`config.mk`:
```
export PLATFORM = sky130hd
export DESIGN_NAME = credits_text_render_flat
export DESIGN_NICKNAME = d
export VERILOG_FILES = /design/src/rtl/credits_text_render_if.sv /design/src/rtl/credits_text_render.sv /design/src/flat_wrapper.sv
export SDC_FILE = /design/constraint.sdc
export NUM_CORES = 1
export LEC_CHECK = 0
export BUFFER_PORTS_ARGS = -buffer_cell sky130_fd_sc_hd__buf_2
export CORE_UTILIZATION = 47
export DETAILED_ROUTE_END_ITERATION = 10
export GPL_TIMING_DRIVEN = 0
export PLACE_DENSITY_LB_ADDON = 0.2
export SLEW_MARGIN = 20
export SYNTH_ARGS = -nofsm -noshare
export SYNTH_HDL_FRONTEND = slang
export SYNTH_SLANG_ARGS = --single-unit
```
`constraint.sdc`:
```
create_clock -name pclk -period 2.9 [get_ports pclk]
set_clock_uncertainty 0.15 [all_clocks]
set_input_delay 0.145 -clock pclk [delete_from_list [all_inputs] [get_ports pclk]]
set_output_delay 0.145 -clock pclk [all_outputs]
set_load 0.02 [all_outputs]
```
`src/rtl/credits_text_render_if.sv`:
```
// Character-ROM / font-ROM bus between the credits renderer (master) and the ROMs (slave).
interface credits_text_render_if;
  logic [7:0]  char_xy;
  logic [6:0]  char_code;
  logic [10:0] font_addr;
  logic [7:0]  font_line;

  modport master (output char_xy, font_addr, input char_code, font_line);
  modport slave  (input char_xy, font_addr, output char_code, font_line);
endinterface

```
`src/rtl/credits_text_render.sv`:
```
// Scrolling credits overlay: 3-stage pixel pipeline (char ROM -> font ROM -> composite),
// text window scrolled bottom-to-top one line every SCROLL_DIV frames.
//   state | meaning
//   IDLE  | overlay off, scroll position and frame counter held at 0
//   RUN   | overlay drawn, scroll advances on vblank rising edges
module credits_text_render #(
  parameter int          TEXT_X     = 448,
  parameter int          TEXT_Y     = 200,
  parameter int          WIN_H      = 128,
  parameter int          ROWS       = 6,
  parameter int          SCROLL_DIV = 2,
  parameter logic [11:0] TEXT_RGB   = 12'hfff
) (
  input  logic                         pclk,
  input  logic                         rst_n,
  input  logic                         enable,
  input  logic [10:0]                  hcount_in,
  input  logic [10:0]                  vcount_in,
  input  logic                         hsync_in,
  input  logic                         vsync_in,
  input  logic                         hblnk_in,
  input  logic                         vblnk_in,
  input  logic [11:0]                  rgb_in,
  credits_text_render_if.master        rom,
  output logic [10:0]                  hcount_out,
  output logic [10:0]                  vcount_out,
  output logic                         hsync_out,
  output logic                         vsync_out,
  output logic                         hblnk_out,
  output logic                         vblnk_out,
  output logic [11:0]                  rgb_out,
  output logic                         scroll_wrap
);
  localparam int TEXT_H     = ROWS * 16;
  localparam int SCROLL_MAX = WIN_H + TEXT_H - 1;
  localparam int FC_W       = (SCROLL_DIV > 1) ? $clog2(SCROLL_DIV) : 1;

  typedef enum logic {IDLE = 1'b0, RUN = 1'b1} state_t;

  typedef struct packed {
    logic [10:0] h;
    logic [10:0] v;
    logic        hs;
    logic        vs;
    logic        hb;
    logic        vb;
  } timing_t;

  state_t              state_q, state_d;
  logic [FC_W-1:0]     frame_cnt_q, frame_cnt_d;
  logic [8:0]          scroll_pos_q, scroll_pos_d;
  logic                scroll_wrap_q, scroll_wrap_d;
  logic [7:0]          char_xy_q, char_xy_d;
  logic [3:0]          line_q, line_d;
  logic [2:0]          bit1_q, bit1_d, bit2_q, bit2_d;
  logic                draw1_q, draw1_d, draw2_q, draw2_d;
  logic [11:0]         rgb1_q, rgb1_d, rgb2_q, rgb2_d, rgb_out_q, rgb_out_d;
  timing_t [2:0]       tim_q, tim_d;

  logic signed [11:0]  hx, vy;
  logic                in_win, in_text, frame_tick;

  always_comb begin
    state_d       = enable ? RUN : IDLE;
    frame_cnt_d   = frame_cnt_q;
    scroll_pos_d  = scroll_pos_q;
    scroll_wrap_d = 1'b0;
    // tim_q[0].vb is vblnk_in one cycle ago, doubling as the edge detector
    frame_tick    = vblnk_in & ~tim_q[0].vb;

    if (state_q == IDLE) begin
      frame_cnt_d  = '0;
      scroll_pos_d = '0;
    end else if (frame_tick) begin
      if (frame_cnt_q == FC_W'(SCROLL_DIV - 1)) begin
        frame_cnt_d = '0;
        if (scroll_pos_q == 9'(SCROLL_MAX)) begin
          scroll_pos_d  = '0;
          scroll_wrap_d = 1'b1;
        end else begin
          scroll_pos_d = scroll_pos_q + 9'd1;
        end
      end else begin
        frame_cnt_d = frame_cnt_q + FC_W'(1);
      end
    end

    hx      = {1'b0, hcount_in} - 12'(TEXT_X);
    vy      = {1'b0, vcount_in} - 12'(TEXT_Y) + {3'b000, scroll_pos_q} - 12'(WIN_H);
    in_win  = !hx[11] && (hx < 12'sd128) &&
              (vcount_in >= 11'(TEXT_Y)) && (vcount_in < 11'(TEXT_Y + WIN_H));
    in_text = in_win && !vy[11] && (vy < $signed(12'(TEXT_H)));

    draw1_d   = in_text && (state_q == RUN);
    char_xy_d = draw1_d ? {vy[7:4], hx[6:3]} : 8'h00;
    line_d    = vy[3:0];
    bit1_d    = hx[2:0];
    rgb1_d    = rgb_in;
    tim_d[0]  = '{h: hcount_in, v: vcount_in, hs: hsync_in, vs: vsync_in,
                  hb: hblnk_in, vb: vblnk_in};

    bit2_d    = bit1_q;
    draw2_d   = draw1_q;
    rgb2_d    = rgb1_q;
    tim_d[1]  = tim_q[0];

    rgb_out_d = (draw2_q && rom.font_line[3'd7 - bit2_q]) ? TEXT_RGB : rgb2_q;
    tim_d[2]  = tim_q[1];
  end

  always_ff @(posedge pclk) begin
    if (!rst_n) begin
      state_q       <= IDLE;
      frame_cnt_q   <= '0;
      scroll_pos_q  <= '0;
      scroll_wrap_q <= 1'b0;
      char_xy_q     <= '0;
      line_q        <= '0;
      bit1_q        <= '0;
      bit2_q        <= '0;
      draw1_q       <= 1'b0;
      draw2_q       <= 1'b0;
      rgb1_q        <= '0;
      rgb2_q        <= '0;
      rgb_out_q     <= '0;
      tim_q         <= '0;
    end else begin
      state_q       <= state_d;
      frame_cnt_q   <= frame_cnt_d;
      scroll_pos_q  <= scroll_pos_d;
      scroll_wrap_q <= scroll_wrap_d;
      char_xy_q     <= char_xy_d;
      line_q        <= line_d;
      bit1_q        <= bit1_d;
      bit2_q        <= bit2_d;
      draw1_q       <= draw1_d;
      draw2_q       <= draw2_d;
      rgb1_q        <= rgb1_d;
      rgb2_q        <= rgb2_d;
      rgb_out_q     <= rgb_out_d;
      tim_q         <= tim_d;
    end
  end

  assign rom.char_xy   = char_xy_q;
  assign rom.font_addr = {rom.char_code, line_q};

  assign hcount_out  = tim_q[2].h;
  assign vcount_out  = tim_q[2].v;
  assign hsync_out   = tim_q[2].hs;
  assign vsync_out   = tim_q[2].vs;
  assign hblnk_out   = tim_q[2].hb;
  assign vblnk_out   = tim_q[2].vb;
  assign rgb_out     = rgb_out_q;
  assign scroll_wrap = scroll_wrap_q;
endmodule

```
`src/flat_wrapper.sv`:
```
// flat-port wrapper written by rule: the top's interface ports become plain ports
module credits_text_render_flat 
#(
  parameter int          TEXT_X     = 448,
  parameter int          TEXT_Y     = 200,
  parameter int          WIN_H      = 128,
  parameter int          ROWS       = 6,
  parameter int          SCROLL_DIV = 2,
  parameter logic [11:0] TEXT_RGB   = 12'hfff
)
  (pclk, rst_n, enable, hcount_in, vcount_in, hsync_in, vsync_in, hblnk_in, vblnk_in, rgb_in, hcount_out, vcount_out, hsync_out, vsync_out, hblnk_out, vblnk_out, rgb_out, scroll_wrap, rom_char_xy, rom_font_addr, rom_char_code, rom_font_line);
  credits_text_render_if rom_i ();
  input  logic pclk;
  input  logic rst_n;
  input  logic enable;
  input  logic [10:0] hcount_in;
  input  logic [10:0] vcount_in;
  input  logic hsync_in;
  input  logic vsync_in;
  input  logic hblnk_in;
  input  logic vblnk_in;
  input  logic [11:0] rgb_in;
  output logic [10:0] hcount_out;
  output logic [10:0] vcount_out;
  output logic hsync_out;
  output logic vsync_out;
  output logic hblnk_out;
  output logic vblnk_out;
  output logic [11:0] rgb_out;
  output logic scroll_wrap;
  output wire logic [$bits(rom_i.char_xy)-1:0] rom_char_xy;
  output wire logic [$bits(rom_i.font_addr)-1:0] rom_font_addr;
  input wire logic [$bits(rom_i.char_code)-1:0] rom_char_code;
  input wire logic [$bits(rom_i.font_line)-1:0] rom_font_line;
  assign rom_char_xy = rom_i.char_xy;
  assign rom_font_addr = rom_i.font_addr;
  assign rom_i.char_code = rom_char_code;
  assign rom_i.font_line = rom_font_line;
  credits_text_render #(.TEXT_X(TEXT_X), .TEXT_Y(TEXT_Y), .WIN_H(WIN_H), .ROWS(ROWS), .SCROLL_DIV(SCROLL_DIV), .TEXT_RGB(TEXT_RGB)) u_core (.pclk(pclk), .rst_n(rst_n), .enable(enable), .hcount_in(hcount_in), .vcount_in(vcount_in), .hsync_in(hsync_in), .vsync_in(vsync_in), .hblnk_in(hblnk_in), .vblnk_in(vblnk_in), .rgb_in(rgb_in), .rom(rom_i), .hcount_out(hcount_out), .vcount_out(vcount_out), .hsync_out(hsync_out), .vsync_out(vsync_out), .hblnk_out(hblnk_out), .vblnk_out(vblnk_out), .rgb_out(rgb_out), .scroll_wrap(scroll_wrap));
endmodule
```
==> key figures <==
Status
  • Outcome: finished clean

Synth
  • Net Count, Synth: 511
  • Synth warn: 0
  • Synth Area in XOR/XNOR: 0.0310
  • Avg Cell Area, Syn: 11.1 um2
  • Synth Area in Adders: 0.0641
  • Post-Synthesis Cell Area: 0.00480 mm2
  • Simple-gate share of the synthesized area: 0.204
  • Post-synthesis compound-gate area fraction: 0.0633
  • Sequential share of the synthesized area: 0.584
  • Post-Synthesis Cells: 431
  • Post-synth top flop: dfxtp_1
  • Post-synthesis cell type count: 40
  • Post-synthesis mux area share: 0.0156
  • Flops & latches, synth: 140
  • Ys async rst share: 0
  • Post-synth EDFFs: 0
  • Largest family of logic cells by synthesized area: simple AND/OR/NAND/NOR gates

Routing
  • Vias: 3445
  • Routed Antenna Nets: 0
  • Drt via density: 4.61
  • Remaining DRCs: 0
  • DRT iter0 DRCs: 99
  • DRT Wirelength: 9710 um
  • 1st-pass router iterations: 4
  • Routed len/inst: 13.0 um

Clocking
  • Sink Count: 140
  • CTS buffer count: 17
  • Clk slew on worst S/H paths: 60 ps
  • Worst-case clock buffer depth: 2
  • H-tree depth: 4
  • CTS tree: built
  • Clock latency on the worst-skew pair: 520 ps
  • Root buf cell: clkbuf_8

Final layout
  • Layout cells sized above 1: 0.272
  • Antenna Cells: 0
  • Nets: 682
  • Final instance area: 0.00663 mm2
  • Final std cells w/o fill: 747
  • Synth-to-Final Area Change: 38.1%
  • Fillers: 803

Power and ir drop
  • Lkg Pwr: 3.04 nW
  • Final Total Pwr: 4.48 mW
  • PD cells: 675 mW/mm2
  • Max VDD drop: 0.411 mV

Floorplan
  • I/O pins: 114
  • Starting Density: 0.489
  • Rows: 36
  • Die Ht: 103 um
  • Die area: 0.0106 mm2
  • Core area: 0.00982 mm2
  • Die width: 103 um

STA
  • Fmax achieved: 356 MHz
  • Final hold violations: 0
  • Slew Viols, Final: 0
  • Hold WS: 191 ps
  • Setup TNS: 0 ps
  • Period utilization: 0.969
  • Setup violators final: 0
  • Final worst path period need: 2810 ps

Critical path
  • CP endpoint: u_core.rom.char_xy[1]
  • Critical path required time: 3200 ps
  • Worst r2r dst: u_core.rom.char_xy[1]
  • Reg2Reg Depth: 11
  • Setup crit start: u_core.scroll_pos_q[1]
  • CP Class: reg -> reg
  • Crit. End Element: register
  • Setup crit start kind: register
  • Reg2reg start: u_core.scroll_pos_q[1]
  • Arr. time, crit path: 3110 ps
  • Critical path peak fanout: 8
  • R2R setup slack: 90 ps

GRT
  • Overflow after GRT: 0
  • Largest net degree at the start of global routing: 17
  • Total track usage: 0.196
  • Initial antenna violation count: 0
  • First-pass GRT wire length: 15300 um
  • Vias in the first global route: 3322

Hold path
  • Worst Hold Class: in -> reg

Place
  • GPL Wtd Cong: 0.800
  • Placed cells: 670
  • Area after DPL: 0.00550 mm2
  • Post-DP HPWL: 6550 um
  • I/O Buffers: 106

Run
  • Max_cap viols: 0
==> cells in the final DEF, fill, tap and decap left out, drive strengths merged, types with 3 or more instances in the layout <==
cell / instances
nand3: 5
xor2: 6
nor2: 16
clkinv: 3
a21oi: 7
mux2i: 3
and3: 10
a21o: 3
buf: 119
ha: 23
nand2: 9
o21a: 14
nand4: 4
xnor2: 11
bufinv: 3
inv: 18
dfxtp: 140
dlygate4sd3: 41
and2: 110
clkinvlp: 3
clkbuf: 37
==> area by class of cell <==
class | instances | area [um2] | area share
Buffer | 23 | 114 | 0.0172
Clock buffer | 22 | 453 | 0.0683
Clock inverter | 9 | 139 | 0.0209
Inverter | 18 | 67.6 | 0.0102
Multi-Input combinational cell | 250 | 1900 | 0.287
Sequential cell | 140 | 2810 | 0.424
Tap cell | 133 | 166 | 0.0251
Timing Repair Buffer | 152 | 978 | 0.148
==> cell families (layout without fill, tap and decap cells) <==
group | after synthesis | in the layout
flip-flops | 140 | 140
adder cells (fa/ha/maj) | 24 | 24
other | 1 | 1
buffers and inverters | 41 | 224
AO/OA/AOI/OAI | 37 | 37
multiplexers | 5 | 5
XOR/XNOR | 17 | 17
AND/OR/NAND/NOR | 166 | 166
==> Yosys cell counts, types with 5 or more instances <==
library cell  instances  area share
xnor2_1              11       0.020
nor2_1               16       0.013
nand3_1               5      0.0052
o21a_1               14       0.022
dfxtp_1             140        0.58
clkbuf_1             15       0.012
a21oi_1               7      0.0073
inv_1                18       0.014
xor2_1                6       0.011
buf_4                 7       0.011
nand2_1               9      0.0070
and3_1               10       0.013
ha_1                 23       0.060
and2_1              110        0.14
==> worst max-delay path, stage by stage (launching register included) <==
cell and delay, ps:
dfxtp_4 360, ha_4 220, ha_4 170, fa_2 350, a21o_1 230, a221oi_4 320
buf_4 180, or4_4 110, o311ai_2 100, a2111oi_4 190, buf_4 190, and3_1 170
==> sequential cells by signal (all words and copies together), names as in the netlist, 4 cells and up <==
register and count:
u_core.scroll_pos_q 9, u_core.vcount_out 11, u_core.rom.char_xy 8, u_core.line_q 4
u_core.rgb_out 12, u_core.rgb2_q 12, u_core.tim_d 52, u_core.hcount_out 11
u_core.rgb1_q 12
==> where the power goes <==
part           switching (mW)  internal, mW  total (mW)
Sequential             0.0161          1.99        2.01
Combinational           0.174         0.178       0.352
Clock                   0.764          1.35        2.12
==> how the worst min path moves through the flow <==
stage                             end              from  cells past startpoint
finish              u_core.rgb_out[0]  rom_font_line[4]                      5
global route         u_core.rgb1_q[3]         rgb_in[3]                      3
CTS                 u_core.rgb_out[0]  rom_font_line[4]                      5
detailed placement  u_core.rgb1_q[10]        rgb_in[10]                      2
global placement     u_core.rgb1_q[7]         rgb_in[7]                      2
floorplan            u_core.tim_d[26]          vblnk_in                      1
==> through the flow <==
stage / util / setup slack [ps]
floorplan: - / 174
global placement: 0.560 / -104
detailed placement: 0.560 / -109
CTS: 0.665 / 33.3
global route: 0.675 / -32.0
finish: 0.675 / 91.3
==> repair_timing <==
action	CTS	global route
resized for setup	4	13
setup buffers	1	4
pin swaps	3	6
endpoints found under the hold margin	49	0
setup endpoints to repair	8	8
hold buffers	41	0
==> layer usage <==
layer / up-vias / wire length [um] / track usage
met4: 0 / 217 / 0.0791
met2: 95 / 5060 / 0.338
met1: 1593 / 3980 / 0.223
met5: - / 0 / 0
li1: 1739 / - / -
met3: 18 / 445 / 0.0658
No activity file was read; power rests on OpenSTA's default activity.
